==> src/rtl/slot_reel_controller.sv <==
`default_nettype none
// ============================================================================
// Module   : slot_reel_controller
// Purpose  : Captures three stop symbols from the random stream on a spin
//            request, animates three 8-symbol reels at a divided step rate,
//            stops them in a staggered order on their targets, then registers
//            a payout class and pulses done.
// Revision : 1.0 - initial release
// ============================================================================
module slot_reel_controller #(
  parameter int STEP_DIV  = 4,
  parameter int MIN_TURNS = 8,
  parameter int STAGGER   = 4
) (
  input  logic       clk,
  input  logic       rst,
  input  logic       spin,
  input  logic [2:0] rnd,
  output logic [2:0] reel0,
  output logic [2:0] reel1,
  output logic [2:0] reel2,
  output logic       busy,
  output logic       done,
  output logic [1:0] win
);

  // A divider of 1 still needs a one-bit counter that simply stays at zero.
  localparam int DIV_W = (STEP_DIV > 1) ? $clog2(STEP_DIV) : 1;
  localparam logic [DIV_W-1:0] c_div_last = DIV_W'(STEP_DIV - 1);

  // Earliest step index at which each reel is allowed to stop.
  localparam logic [7:0] c_thr [3] = '{8'(MIN_TURNS),
                                       8'(MIN_TURNS + STAGGER),
                                       8'(MIN_TURNS + 2 * STAGGER)};

  typedef enum logic [2:0] {
    IDLE = 3'd0,
    CAP0 = 3'd1,
    CAP1 = 3'd2,
    CAP2 = 3'd3,
    SPIN = 3'd4,
    EVAL = 3'd5
  } state_t;

  state_t           r_state;
  state_t           w_state_next;
  logic [DIV_W-1:0] r_div;
  logic [7:0]       r_step;
  logic [2:0]       r_reel   [3];
  logic [2:0]       r_target [3];
  logic [2:0]       r_stop;
  logic             r_done;
  logic [1:0]       r_win;

  logic             w_step;
  logic [2:0]       w_stop_next;
  logic [2:0]       w_reel_next [3];
  logic [1:0]       w_win;

  // Step strobe plus per-reel stop decision / advance for the current step.
  always_comb begin
    w_step      = (r_state == SPIN) && (r_div == c_div_last);
    w_stop_next = r_stop;
    for (int i = 0; i < 3; i++) begin
      w_reel_next[i] = r_reel[i];
      if (!r_stop[i]) begin
        if ((r_step >= c_thr[i]) && (r_reel[i] == r_target[i])) begin
          w_stop_next[i] = 1'b1;
        end else begin
          w_reel_next[i] = r_reel[i] + 3'd1;
        end
      end
    end
  end

  // Payout class from the settled reel symbols.
  always_comb begin
    w_win = 2'd0;
    if ((r_reel[0] == r_reel[1]) && (r_reel[1] == r_reel[2])) begin
      w_win = (r_reel[0] == 3'd7) ? 2'd3 : 2'd2;
    end else if ((r_reel[0] == r_reel[1]) || (r_reel[1] == r_reel[2]) ||
                 (r_reel[0] == r_reel[2])) begin
      w_win = 2'd1;
    end
  end

  // State register.
  always_ff @(posedge clk) begin
    if (rst) begin
      r_state <= IDLE;
    end else begin
      r_state <= w_state_next;
    end
  end

  // Next-state logic; spin only matters while idle, so requests never queue.
  always_comb begin
    w_state_next = r_state;
    case (r_state)
      IDLE:    if (spin) w_state_next = CAP0;
      CAP0:    w_state_next = CAP1;
      CAP1:    w_state_next = CAP2;
      CAP2:    w_state_next = SPIN;
      SPIN:    if (w_step && (&w_stop_next)) w_state_next = EVAL;
      EVAL:    w_state_next = IDLE;
      default: w_state_next = IDLE;
    endcase
  end

  // Datapath: target capture, divider, step counter, reels, result registers.
  always_ff @(posedge clk) begin
    if (rst) begin
      for (int i = 0; i < 3; i++) begin
        r_reel[i]   <= '0;
        r_target[i] <= '0;
      end
      r_div  <= '0;
      r_step <= '0;
      r_stop <= '0;
      r_done <= 1'b0;
      r_win  <= '0;
    end else begin
      r_done <= (r_state == EVAL);
      case (r_state)
        CAP0: r_target[0] <= rnd;
        CAP1: r_target[1] <= rnd;
        CAP2: begin
          r_target[2] <= rnd;
          r_div       <= '0;
          r_step      <= '0;
          r_stop      <= '0;
        end
        SPIN: begin
          if (w_step) begin
            r_div  <= '0;
            r_step <= r_step + 8'd1;
            r_stop <= w_stop_next;
            for (int i = 0; i < 3; i++) begin
              r_reel[i] <= w_reel_next[i];
            end
          end else begin
            r_div <= r_div + 1'b1;
          end
        end
        EVAL:    r_win <= w_win;
        default: ;
      endcase
    end
  end

  assign reel0 = r_reel[0];
  assign reel1 = r_reel[1];
  assign reel2 = r_reel[2];
  assign busy  = (r_state != IDLE);
  assign done  = r_done;
  assign win   = r_win;

endmodule
`default_nettype wire

==> config.mk <==
export PLATFORM = sky130hd
export DESIGN_NAME = slot_reel_controller
export DESIGN_NICKNAME = d
export VERILOG_FILES = /design/src/rtl/slot_reel_controller.sv
export SDC_FILE = /design/constraint.sdc
export NUM_CORES = 1
export LEC_CHECK = 0
export ABC_AREA = 1
export CAP_MARGIN = 15
export CORE_ASPECT_RATIO = 0.75
export CORE_UTILIZATION = 28
export DETAILED_ROUTE_END_ITERATION = 16
export GPL_ROUTABILITY_DRIVEN = 0
export REMOVE_ABC_BUFFERS = 1
export SLEW_MARGIN = 20
export SYNTH_ARGS = -nofsm -noshare
export SYNTH_HDL_FRONTEND = slang
export SYNTH_SLANG_ARGS = --single-unit
==> constraint.sdc <==
create_clock -name clk -period 1.96 [get_ports clk]
set_clock_uncertainty 0.2 [all_clocks]
set_input_delay 0.392 -clock clk [delete_from_list [all_inputs] [get_ports clk]]
set_output_delay 0.392 -clock clk [all_outputs]
set_load 0.01 [all_outputs]
### Word level (Yosys, flattened, before mapping)

Memories as Yosys holds them, arrays and structs flattened.
Cells that the tools add are included.

* register bits after elaboration: 19
* bits in latches: 0
* RAM bits: 18
* memory bits (read-only): 0
* input port bits: 6
* output and inout bits: 13
* word-level logic and storage cells: 97
* memories kept: 2

* $add $sub $neg: 5
* multipliers: 0
* div/mod/pow operators: 0
* $lt $le $gt $ge: 3
* eq/ne operators: 16
* shift operators: 0
* muxes and demuxes: 45
* bitwise gates (word level): 6
* reductions and logical operators: 14

Memory list
* r_reel: depth 3, bits a word 3, read ports 3, clocked after memory_dff 0, wr ports 3, line 49 `logic [2:0] r_reel [3];`
* r_target: depth 3, bits a word 3, read ports 3, clocked after memory_dff 0, wr ports 3, line 50 `logic [2:0] r_target [3];`

Operators with widths (number)
* $mux W3: 15
* $mux W1: 23
* $eq A3 B3 Y1: 6
* $ge A8 B4 Y1 const B: 2
* $pmux W8 S2: 1
* $pmux W3 S5: 1
* $add A3 B1 Y3 const B: 3
* $eq A3 B3 Y1 const B: 3
* $add A8 B1 Y8 const B: 1
* $ge A8 B5 Y1 const B: 1
* $mux W8: 1
* $eq A3 B2 Y1 const B: 2
* $logic_and A1 B1 Y1: 6
* $or A1 B1 Y1: 6
* $pmux W3 S2: 1
* $mux W2: 2
* $ne A2 B2 Y1 const B: 2
* $pmux W2 S2: 1
* $reduce_and A2 Y1: 2
* $eq A3 B1 Y1 const B: 1
* $logic_not A3 Y1: 1
* $reduce_and A3 Y1: 1
* $reduce_bool A3 Y1: 1
* $add A2 B1 Y2 const B: 1
* other kinds (4): 5

### Depth between registers and ports, before layout

Gate-level depths: netlist of run 1.
An unclocked memory read counts as a cell.

* word-level depth: 9
* gate-level depth with buffers: 11
* mapped depth without buffers: 11

### Worst setup path before layout of run 1

OpenSTA, ideal clock, no wires.

* path kind: register -> register
* start point: memory r_reel[1][2] (netlist: r_reel[0][5])
* end point: memory r_reel[1][0] (netlist: r_reel[0][3]) (enable)
* arrival: 1.171 ns
* slack: 0.245 ns
* cell stages (with the launch flop): 6
* buffers on the path: 1
* path through: edfxtp_1 clkbuf_1 xnor2_1 nand3_1 nand2_1 o21ai_0

RTL lines (line)
* start: declaration: 49

==> metrics list, run 1 <==
- Syn avg cell area: between 8 and 9 um^2
- Total number of clock tree sinks: 37
* Biggest fanout along the worst timing path: 4
- Most frequent cells after synthesis: 40 x sky130_fd_sc_hd__nand2_1, 31 x sky130_fd_sc_hd__inv_1, 25 x sky130_fd_sc_hd__nor2_1
- Of the available clock period, the critical path in the final layout requires 0.9567.
- Yosys attributes the largest share of cell area to sky130_fd_sc_hd__edfxtp_1 28%, sky130_fd_sc_hd__dfxtp_1 20%, sky130_fd_sc_hd__nand2_1 7.9%.
- Summed over all cells, the static leakage comes to ~1.0 nW.
- Combinational Power Share: 0.123
- Critical path type: register to output port
* Number of vias in the routed layout: between 1000 and 1500
- Final setup viols: 0
- Finished Cell Area: approximately 2400 um^2
- In this run the worst hold path is classified as register to register.
* Fraction of layout cells with a size suffix above 1: 0.1445
* Tmin final: ~1900 ps
* CTS root buf: sky130_fd_sc_hd__clkbuf_8
- TritonCTS clock tree: yes
* Number of antenna violations at the first check in global routing: 0
- The initial utilization of the core area, before any placement, comes to 0.2955.
- Placed Instance Area: 2230 um^2
- Summing all multi-input logic gate instances after layout gives roughly 840 um^2.
- For this block, the initial DRC count from the detailed router was 39.
- Dividing total power by cell area gives a power density of approximately 740 nW/um^2.
- Number of pins exceeding their max-slew limit in the final report: 0
- The share of total power dissipated in sequential elements is 0.490.
* Number of global-route vias before repair: 1337
- Post-synth design cell area: about 1900 um^2
* Total half-perimeter wirelength after legalization and detailed placement: 2895 um
- The count of final hold-check violations was 0.
- In this run the number of H-tree levels came out at 2.
- Area delta synth->final: 27.53%
- Switching power: 0.0004238 W
- Fraction of power spent switching nets: 0.2365
- Global routing finished with a remaining overflow of 0.
* Clock latency of the later-clocked register in the worst-skew pair: about 290 ps
- For the pin with the worst max-slew slack, the measured transition is 385.2 ps.
- Row generation in the floorplan step produced 25 rows.
* CTS Buf Count: 5
- Drt total wl: 3925 um
* Gate count of the mapped netlist: roughly 220
- After the last flow step, the layout net total stands at 275.
- Crit path buf inv count: 1
* Count of boundary I/O pins: 19
- Total core area: 6444 um^2
- Across the VDD grid, the largest voltage drop is 0.0003787 V.
- Synthesized flop and latch total: 37
- Series of cell instances along the critical path: clkdlybuf4s50_1
* Total Die Area: just over 7000 um^2
* RSZ-0062 raised after global routing: false
* Cell with the most instances after synthesis: sky130_fd_sc_hd__nand2_1
- The run finished with clean final reports.
- Of the total power, the clock network draws 0.386.
- Headroom to the max-slew limit came out at 0.7425.
* Sequential cell area fraction in the yosys report: 0.4836
- sky130_fd_sc_hd__edfxtp_1 takes more of the synthesized area than any other cell.
- Entering global routing, the biggest net connects 12 pins.
- For this run, the top clock speed supported by timing is around 530 MHz.
* First-pass GRT wire length: 6368 um
* Total of buffers placed on input and output ports: 18
* Element type at the critical path start: register
* Cell type of the slowest stage on the worst timing path: sky130_fd_sc_hd__clkdlybuf4s50_1
* First-pass iteration count of the detailed router: 4
- Yosys mapped a number of flops with a built-in enable equal to 18.
- Setup tns final: 0 ps
* Clock input transition at the sequential cells of the worst setup and hold paths: around 70 ps
- Antenna cell count: 0
* DRC violations left: 0
- Counting the fill cells in the layout gives roughly 660.
- Arr. time, crit path: roughly 1300 ps
- Dominant delay contributor by cell family on the critical path: buffers and inverters
- CTS Hold Buffers Added: 0
- Total track usage: 0.1162
- Summing all flip-flop and latch instances after layout gives between 900 and 1000 um^2.
* Type of element capturing the critical path: output port
- Ys async rst share: 0
* Synth unique cells: 26
* Clock tree buffer depth: 2
- In the synthesized netlist the dominant register cell turns out to be sky130_fd_sc_hd__dfxtp_1.
* Required time of the critical path: about 1400 ps
* Wire length per cell after detailed routing: ~11 um
* Synthesis warning total: 0
- After detailed routing, the number of vias per cell comes to 4.346.
- Of the post-synthesis cell area, the dominant cell type holds 0.2838.
* Cell-internal power: approximately 0.0014 W
- On the worst path, the slowest cell contributes a delay of around 570 ps.
- Remaining antenna violation count after routing: 0
- The floorplan step set the die height to ~73 um.
- Max-cap violations in this run came to 0.
- The die is between 90 and 100 um wide.
## logic make-up after synthesis
| family | Yosys count | synth area share |
|---|---|---|
| xor gates and xnor gates | 16 | 0.07359 |
| AOI/OAI and AO/OA | 27 | 0.07490 |
| buffers and inverters | 38 | 0.07555 |
| and+or+nand+nor | 97 | 0.2464 |
| DFF | 37 | 0.4836 |
| adders and majority gates | 7 | 0.04599 |
## stage by stage
stage | utilization | hold slack (ps) | setup slack (ps) | power (W) | std cells
final | 0.3769 | 255.3 | 84.87 | 0.001792 | 344
after global routing | 0.3769 | 281.1 | 48.88 | 0.001867 | 344
after CTS | 0.3746 | 254.7 | 4.644 | 0.001799 | 342
after detailed placement | 0.3460 | 241.8 | 12.60 | 0.001108 | 325
after global placement | 0.3460 | 241.2 | 65.83 | 0.001106 | 325
after floorplan | - | 226.8 | 295.2 | 0.001026 | 218
## power by group through the flow
stage	Sequential [W]	Combinational (W)	Clock [W]
3_5_place_dp	0.000903	0.000205	0
2_1_floorplan	0.000899	0.000127	0
3_3_place_gp	0.000902	0.000204	0
5_1_grt	0.000884	0.000246	0.000737
4_1_cts	0.000879	0.000219	0.000701
6_report	0.000878	0.000221	0.000692
## what timing repair did
item | CTS | global route
endpoints found under the setup margin | 7 | 4
resized for setup | 2 | 1
setup buffers | 9 | 2
## worst reg2reg max path, delay by kind of cell, from the launching register on
kind | cells | cell delay [ps]
compound gates | 1 | 180
buf+inv | 3 | 370
flops | 1 | 440
simple gates | 5 | 320
## layout by cell type, fill, tap and decap left out, types with 2 or more instances in the layout
| master | Yosys | layout |
|---|---|---|
| sky130_fd_sc_hd__a21oi_1 | 15 | 15 |
| sky130_fd_sc_hd__buf_4 | 0 | 19 |
| sky130_fd_sc_hd__clkbuf_8 | 0 | 6 |
| sky130_fd_sc_hd__clkdlybuf4s50_1 | 0 | 17 |
| sky130_fd_sc_hd__dfxtp_1 | 19 | 18 |
| sky130_fd_sc_hd__edfxtp_1 | 18 | 18 |
| sky130_fd_sc_hd__ha_1 | 7 | 7 |
| sky130_fd_sc_hd__inv_1 | 31 | 31 |
| sky130_fd_sc_hd__inv_2 | 3 | 3 |
| sky130_fd_sc_hd__nand2_1 | 40 | 40 |
| sky130_fd_sc_hd__nand2_4 | 3 | 3 |
| sky130_fd_sc_hd__nand3_1 | 18 | 18 |
| sky130_fd_sc_hd__nand3b_1 | 2 | 2 |
| sky130_fd_sc_hd__nand4_1 | 2 | 2 |
| sky130_fd_sc_hd__nor2_1 | 25 | 25 |
| sky130_fd_sc_hd__nor3_1 | 2 | 2 |
| sky130_fd_sc_hd__o21ai_0 | 9 | 8 |
| sky130_fd_sc_hd__xnor2_1 | 15 | 15 |
## routing by layer
metal / wire (um) / global-route usage / vias up
li1: - / - / 790
met1: 2209 / 0.1727 / 672
met2: 1526 / 0.1628 / 25
met3: 129 / 0.02664 / 8
met4: 59 / 0.04412 / 0
met5: 0 / 0 / -
## flip-flops by register name (all words and copies together) (netlist names)
signal	flops
r_reel	9
r_target	9
r_step	8
r_state	3
r_stop	3
r_div	2
win	2
done	1
## area by class of cell
class / instances / share of cell area
inverters: 34 / 0.05255
well taps: 81 / 0.04173
multi-input cells: 147 / 0.3457
repair buffers: 37 / 0.1324
clock inverters: 1 / 0.01236
clock buffers: 7 / 0.03555
flip-flops and latches: 37 / 0.3797
## worst paths after layout
check | start | endpoint | slack, ps | depth (start not counted)
min reg2reg | r_stop[1] | r_stop[1] | 260 | 2
min | r_stop[1] | r_stop[1] | 260 | 2
max | r_reel[0][3] | reel1[0] | 80 | 1
max reg2reg | r_reel[0][7] | r_reel[0][8] | 170 | 9
Power figures use the tool's default switching activity.
==> inputs of run 2 (changes only) <==
--- a/config.mk
+++ b/config.mk
@@ -7,10 +7,11 @@
 export LEC_CHECK = 0
 export ABC_AREA = 1
 export CAP_MARGIN = 15
-export CORE_ASPECT_RATIO = 0.75
+export CORE_ASPECT_RATIO = 1.4
 export CORE_UTILIZATION = 28
 export DETAILED_ROUTE_END_ITERATION = 16
 export GPL_ROUTABILITY_DRIVEN = 0
+export RECOVER_POWER = 100
 export REMOVE_ABC_BUFFERS = 1
 export SLEW_MARGIN = 20
 export SYNTH_ARGS = -nofsm -noshare
==> metrics list, run 2 (synthesis gave the netlist of run 1 again) <==
- The run finished with clean final reports.
* DP Worst Slack: 57.55 ps (+44.95 ps)
* Width of the die: 71.70 um (-26%)
* Filler Cell Count: 676 (+3.0%)
- The first-pass GRT wire length was 6768 um (+6.3%).
* Highest clock rate: 523.8 MHz (-1.8%)
* Clock group share of total power: 0.341 (-0.045)
* CTS root buf: sky130_fd_sc_hd__clkbuf_8
- The number of standard-cell rows in the floorplan is 35 (+40%).
- Total core area: 6569 um^2 (+1.9%)
- Clock tree buffer depth: 2 (unchanged)
* Die height: 99.58 um (+36%)
* Worst path setup slack after routing: 51.00 ps (-33.87 ps)
- The period utilization is 0.9740 (+0.01728).
- The total DRC errors in the routed layout was 0 (unchanged).
- Hold Path Class: register to register
- The detailed-route wire length was 4230 um (+7.8%).
- Relative to the synthesized area, the layout overhead comes to 24.90%.
- Number of maximum-capacitance violations: 0 (unchanged)
- Combinational Power Share: 0.130 (+0.007)
- The number of buffers created by CTS is 5 (unchanged).
- Fraction of power spent switching nets: 0.2578 (+0.02129)
* Switching power: 0.0004279 W (+0.97%)
* Worst relative slew slack: 0.7359 (-0.006620)
- Leaving out fill and tap cells, the most frequent cells in the layout are 40 x sky130_fd_sc_hd__nand2_1, 32 x sky130_fd_sc_hd__inv_1, 25 x sky130_fd_sc_hd__nor2_1.
- Worst hold-check slack: 249.8 ps (-5.509 ps)
- Cell-internal power: 0.001232 W (-9.9%)
* Total track usage: 0.1263 (+0.01010)
- The maximum number of pins on one net before global-route repair was 13 (+1).
- The worst setup path is captured at an output port.
- The delay contributed by the slowest stage of the critical path was 620 ps (+50 ps).
- The final net count came to 277 (+0.73%).
- The effective utilization at floorplan came to 0.2899 (-0.005629).
- The fraction of the core area covered by cells at the end of the flow came to 0.3621 (-0.01480).
- Total half-perimeter wirelength after legalization and detailed placement: 3058 um (+5.6%)
- Remaining antenna violation count after routing: 0 (unchanged)
* First-pass iteration count of the detailed router: 4 (unchanged)
- Leakage power: 1.032 nW (-1.0%)
- Required time of the critical path: 1370 ps (about the same)
* Max IR drop VDD: 0.0004485 V (+18%)
* Overflow left after global routing: 0 (unchanged)
* Tmin final: 1909 ps (+33.87 ps)
* CTS Hold Buffers Added: 0 (unchanged)
- The via count of the first global-routing pass was 1395 (+4.3%).
* Fraction of layout cells with a size suffix above 1: 0.1283 (-0.01618)
- H-Tree Depth: 2 (unchanged)
- The overall via count from detail_route is 1548 (+3.5%).
- The number of clock sinks came to 37 (unchanged).
* Final setup viols: 0 (unchanged)
* Setup tns final: 0 ps (unchanged)
- The endpoint arrival time on the critical path came to 1320 ps (+40 ps).
- Number of pins exceeding their max-slew limit in the final report: 0 (unchanged)
* Number of vias per cell after detailed routing: 4.566 (+5.1%)
* Regs by FF count: r_reel: 9 flops, r_target: 9 flops, r_step: 8 flops
- Antenna cell count: 0 (unchanged)
- Setup repair after global routing left no endpoint under its margin.
* Cell type of the slowest stage on the worst timing path: sky130_fd_sc_hd__dlygate4sd3_1
* Element type at the critical path start: register
- TritonCTS built the clock tree.
* Clock latency of the later-clocked register in the worst-skew pair: 290 ps (about the same)
* Flop-to-flop setup slack: 90 ps (-80 ps)
- Most common cell after layout, fill and taps aside: sky130_fd_sc_hd__nand2_1
* Final Hold Violating Endpoints: 0 (unchanged)
* Series of cell instances along the critical path: dlygate4sd3_1
- Grouping stages by cell kind, the critical path spends the most delay in buffers and inverters.
- Number of antenna violations at the first check in global routing: 0 (unchanged)
- Power share of the sequential group: 0.529 (+0.039)
- The worst path buffer plus inverter count was 1 (unchanged).
- Total of buffers placed on input and output ports: 18 (unchanged)
* Total Die Area: 7140 um^2 (about the same)
- The transition time of the tightest slew-check pin came to 395.1 ps (+9.903 ps).
- Starting DRT DRC Count: 48 (+23%)
- The clock slew at the register clock pins of the worst setup and hold paths is 80 ps (about the same).
- The power per unit of standard cell area was 697.8 nW/um^2 (-5.4%).
* Critical path type: register to output port
- The maximum fanout along the worst path is 2 (-2).
- The number of top-level pins came to 19 (unchanged).
- Wire length per cell after detailed routing: 12.48 um (+9.4%)
-- run 2: cell count changes in the layout (fill, tap and decap cells not counted), sizes merged --
| cell | before | now |
|---|---|---|
| buf | 19 | 14 |
| bufinv | 1 | 0 |
| clkbuf | 7 | 13 |
| clkdlybuf4s50 | 17 | 10 |
| clkinv | 0 | 2 |
| dlygate4sd3 | 0 | 7 |
-- run 2: worst paths after layout --
| path | from | depth (start not counted) | to |
|---|---|---|---|
| worst max-delay path | r_reel[0][8] | 1 | reel2[2] |
| worst min-delay path | r_stop[1] | 2 | r_stop[1] |
| worst max register to register | r_reel[0][3] | 9 | r_reel[0][5] |
| worst min register to register | r_stop[1] | 2 | r_stop[1] |
-- run 2: power by group through the flow --
stage	clock, W	sequential [W]	combinational [W]
2_1_floorplan	0	0.000899	0.000127
3_3_place_gp	0	0.000905	0.000200
6_report	0.000565	0.000878	0.000216
3_5_place_dp	0	0.000906	0.000203
5_1_grt	0.000620	0.000882	0.000244
4_1_cts	0.000583	0.000879	0.000224
-- run 2: per-layer routing --
metal / share of wire / up-vias / global-route usage
li1: - / 797 / -
met1: 0.40 / 709 / 0.1303
met2: 0.55 / 33 / 0.2388
met3: 0.028 / 9 / 0.02432
met4: 0.027 / 0 / 0.06033
met5: 0 / - / 0
-- run 2: stage by stage --
stage / instances / cell area, um^2 / total power [W]
6_report: 339 / 2379 / 0.001660
5_1_grt: 339 / 2379 / 0.001746
4_1_cts: 337 / 2400 / 0.001687
3_5_place_dp: 316 / 2206 / 0.001108
3_3_place_gp: 316 / 2206 / 0.001104
2_1_floorplan: 218 / 1888 / 0.001026
-- run 2: cell type report --
cell class / instances / area, um^2 / area share
Clock buffer: 6 / 82.58 / 0.03472
Tap cell: 74 / 92.59 / 0.03893
Inverter: 34 / 127.6 / 0.05366
Multi-Input combinational cell: 147 / 825.8 / 0.3472
Clock inverter: 2 / 13.76 / 0.005786
Timing Repair Buffer: 39 / 314.1 / 0.1320
Sequential cell: 37 / 922.1 / 0.3877
-- run 2: timing repair --
item	CTS	global route
gates resized for setup	2	1
hold endpoints to repair	0	0
setup endpoints to repair	9	4
buffers inserted	13	2
==> inputs of run 3 (changes only) <==
==> constraint.sdc (replaced) <==
create_clock -name clk -period 2 [get_ports clk]
set_clock_uncertainty 0.2 [all_clocks]
set_input_delay 0.4 -clock clk [delete_from_list [all_inputs] [get_ports clk]]
set_output_delay 0.4 -clock clk [all_outputs]
set_load 0.01 [all_outputs]
==> metrics list, run 3 (synthesis gave the netlist of run 1 again) <==
- Most common cell after layout, fill and taps aside: sky130_fd_sc_hd__nand2_1
- The total placed cells including tap cells was 318 (+0.63%).
- For hold timing, the worst endpoint is win[0].
* Dominant delay contributor by cell family on the critical path: buffers and inverters
- The via count of the first global-routing pass was 1423 (+2.0%).
- Crit path buf inv count: 1 (unchanged)
- By startpoint and endpoint, the worst setup path is classified as register to output port.
- Remaining antenna violation count after routing: 0 (unchanged)
- First-pass GRT wire length: 6775 um (+0.10%)
- Regs by FF count: r_reel: 9 flops, r_target: 9 flops, r_step: 8 flops
* Reg-to-reg critical path endpoint: r_target[0][6]
* Flop-to-flop setup slack: 190 ps (+100 ps)
- The sum of negative setup slack is 0 ps (unchanged).
- The total number of cells along the worst setup path came to 1 (unchanged).
* Finished Cell Area: 2354 um^2 (-1.1%)
* Transition at the pin with the smallest max-transition slack: 369.9 ps (-25.11 ps)
- Tmin final: slightly below 2000 ps
- The clock slew at the register clock pins of the worst setup and hold paths came to 80 ps (about the same).
- CTS Buf Count: 5 (unchanged)
- Highest clock rate: 514.1 MHz
- The y dimension of the die came to 99.58 um (unchanged).
- Net count reported at finish: 270 (-2.5%)
* Biggest fanout along the worst timing path: 5 (+3)
- The total DRC errors in the routed layout came to 0 (unchanged).
- STA classifies the critical path startpoint as a register.
* Starting density of the core: 0.2899 (unchanged)
* Width of the die: 71.70 um (unchanged)
- Arr. time, crit path: 1350 ps (+30 ps)
* Length in cells of the worst reg-to-reg path: 4 (-5)
- The number of setup violations in the final report is 0 (unchanged).
- Cell type of the slowest stage on the worst timing path: sky130_fd_sc_hd__clkdlybuf4s50_1
* Wire length per cell after detailed routing: 12.14 um (-2.7%)
- RSZ-0062 raised after global routing: false
- Area delta synth->final: 23.59%
- Final Instance Count excl. Fillers: 332 (-2.1%)
* Final Hold Violating Endpoints: 0 (unchanged)
- Hold Path Class: register to register
* Number of antenna violations at the first check in global routing: 0 (unchanged)
- Worst relative slew slack: 0.7534 (+0.01748)
* Clock latency of the later-clocked register in the worst-skew pair: 290 ps (about the same)
- Critical R2R Launch: r_state[2]
* TritonCTS clock tree: yes
* Total half-perimeter wirelength after legalization and detailed placement: 3053 um (-0.14%)
- Of the available clock period, the critical path in the final layout requires 0.9726.
* Total number of clock tree sinks: 37 (unchanged)
- Most used cells in the layout excluding fill and tap cells: 40 x sky130_fd_sc_hd__nand2_1, 32 x sky130_fd_sc_hd__inv_1, 26 x sky130_fd_sc_hd__nor2_1
- Number of maximum-capacitance violations: 0 (unchanged)
- Placed Instance Area: 2221 um^2 (+0.68%)
- Series of cell instances along the critical path: clkdlybuf4s50_1
- The vias per cell was 4.473 (-2.0%).
- CTS root buf: sky130_fd_sc_hd__clkbuf_8
- The flow ran to the end, and the final reports show no timing, DRC or antenna violations.
- Worst hold start: win[0]
* Total Die Area: 7140 um^2 (unchanged)
* Pwr Density: 721.2 nW/um^2 (+3.4%)
- Starting DRT DRC Count: 60 (+25%)
* Total of buffers placed on input and output ports: 18 (unchanged)
- H-Tree Depth: 2 (unchanged)
- The detailed-routing iteration count for the pre-antenna-repair pass is 4 (unchanged).
- The worst setup path is captured at an output port.
* Filler Cell Count: 691 (+2.2%)
- Drt total wl: 4032 um (-4.7%)
- Pin count of the biggest net entering global routing: 12 (-1)
- The cell count of the worst hold path came to 2 (unchanged).
- The delay contributed by the slowest stage of the critical path came to 580 ps (-40 ps).
* Number of pins exceeding their max-slew limit in the final report: 0 (unchanged)
- The share of cells above drive strength 1 was 0.1047 (-0.02365).
- Required time of the critical path: 1400 ps (+30 ps)
- Total track usage: 0.1229 (-0.003321)
- Total core area: 6569 um^2 (unchanged)
* Number of vias in the routed layout: 1485 (-4.1%)
- The largest buffer count on any clock path is 2 (unchanged).
- The number of standard-cell rows in the floorplan was 35 (unchanged).
* Leakage power: 1.013 nW (-1.9%)
- Antenna cell count: 0 (unchanged)
- The worst-case vdd ir drop was 0.0005914 V (+32%).
- The total congestion overflow after global routing was 0 (unchanged).
- Count of boundary I/O pins: 19 (unchanged)
run 3: cell types whose count changed in the layout (fill, tap and decap cells not counted), sizes merged:
cell	delta
clkinv	-1
bufinv	+1
buf	-5
clkbuf	-2
run 3: report_power, final:
part | leakage (nW) | internal (W) | switching (W) | total, W
Combinational | 0.619 | 0.0000870 | 0.000116 | 0.000203
Clock | 0.0528 | 0.000368 | 0.000263 | 0.000631
Sequential | 0.341 | 0.000837 | 0.0000264 | 0.000863
Total | 1.01 | 0.00129 | 0.000405 | 0.00170
run 3: how the worst max path moves through the flow:
stage            startpoint      endpoint  slack [ps]
6_report       r_reel[0][2]      reel0[2]          50
5_1_grt        r_reel[0][2]      reel0[2]          10
4_1_cts        r_reel[0][1]      reel0[1]          10
3_5_place_dp   r_reel[0][1]  r_reel[0][1]          80
3_3_place_gp   r_reel[0][1]  r_reel[0][1]         120
2_1_floorplan  r_reel[0][3]  r_reel[0][3]         340
run 3: area by class of cell:
class / count / area (um^2) / share of cell area
clock inverters: 2 / 33.78 / 0.01435
flip-flops and latches: 37 / 923.4 / 0.3923
clock buffers: 6 / 72.57 / 0.03083
well taps: 74 / 92.59 / 0.03934
repair buffers: 32 / 266.5 / 0.1132
multi-input cells: 147 / 837.1 / 0.3557
inverters: 34 / 127.6 / 0.05423
run 3: layer usage:
metal | wire length, um | vias up | GRT usage | share of wire
li1 | - | 783 | - | -
met1 | 1706 | 677 | 0.1419 | 0.42
met2 | 2189 | 20 | 0.2235 | 0.54
met3 | 71 | 5 | 0.01824 | 0.018
met4 | 64 | 0 | 0.04977 | 0.016
met5 | 0 | - | 0 | 0
run 3: what timing repair did:
action | 4_1_cts | 5_1_grt
hold endpoints to repair | 0 | 0
pin swaps | 0 | 0
hold buffers | 0 | 0
setup endpoints to repair | 4 | 7
resized for setup | 3 | 2
setup buffers | 3 | 3
run 3: per-stage QoR:
step                setup WS, ps  hold slack, ps  utilization  total power, W
floorplan                  335.2           226.8            -        0.001006
global placement           120.6           239.4       0.3381        0.001084
detailed placement         81.07           249.6       0.3381        0.001087
CTS                        11.85           280.0       0.3579        0.001715
global route               11.34           291.3       0.3583        0.001763
finish                     54.83           273.9       0.3583        0.001697
run 3: tightest hold or removal path, cell delays in order, from the launching register on:
cell and delay [ps]:
sky130_fd_sc_hd__dfxtp_1 310, sky130_fd_sc_hd__nand2_1 60, sky130_fd_sc_hd__a21oi_1 60
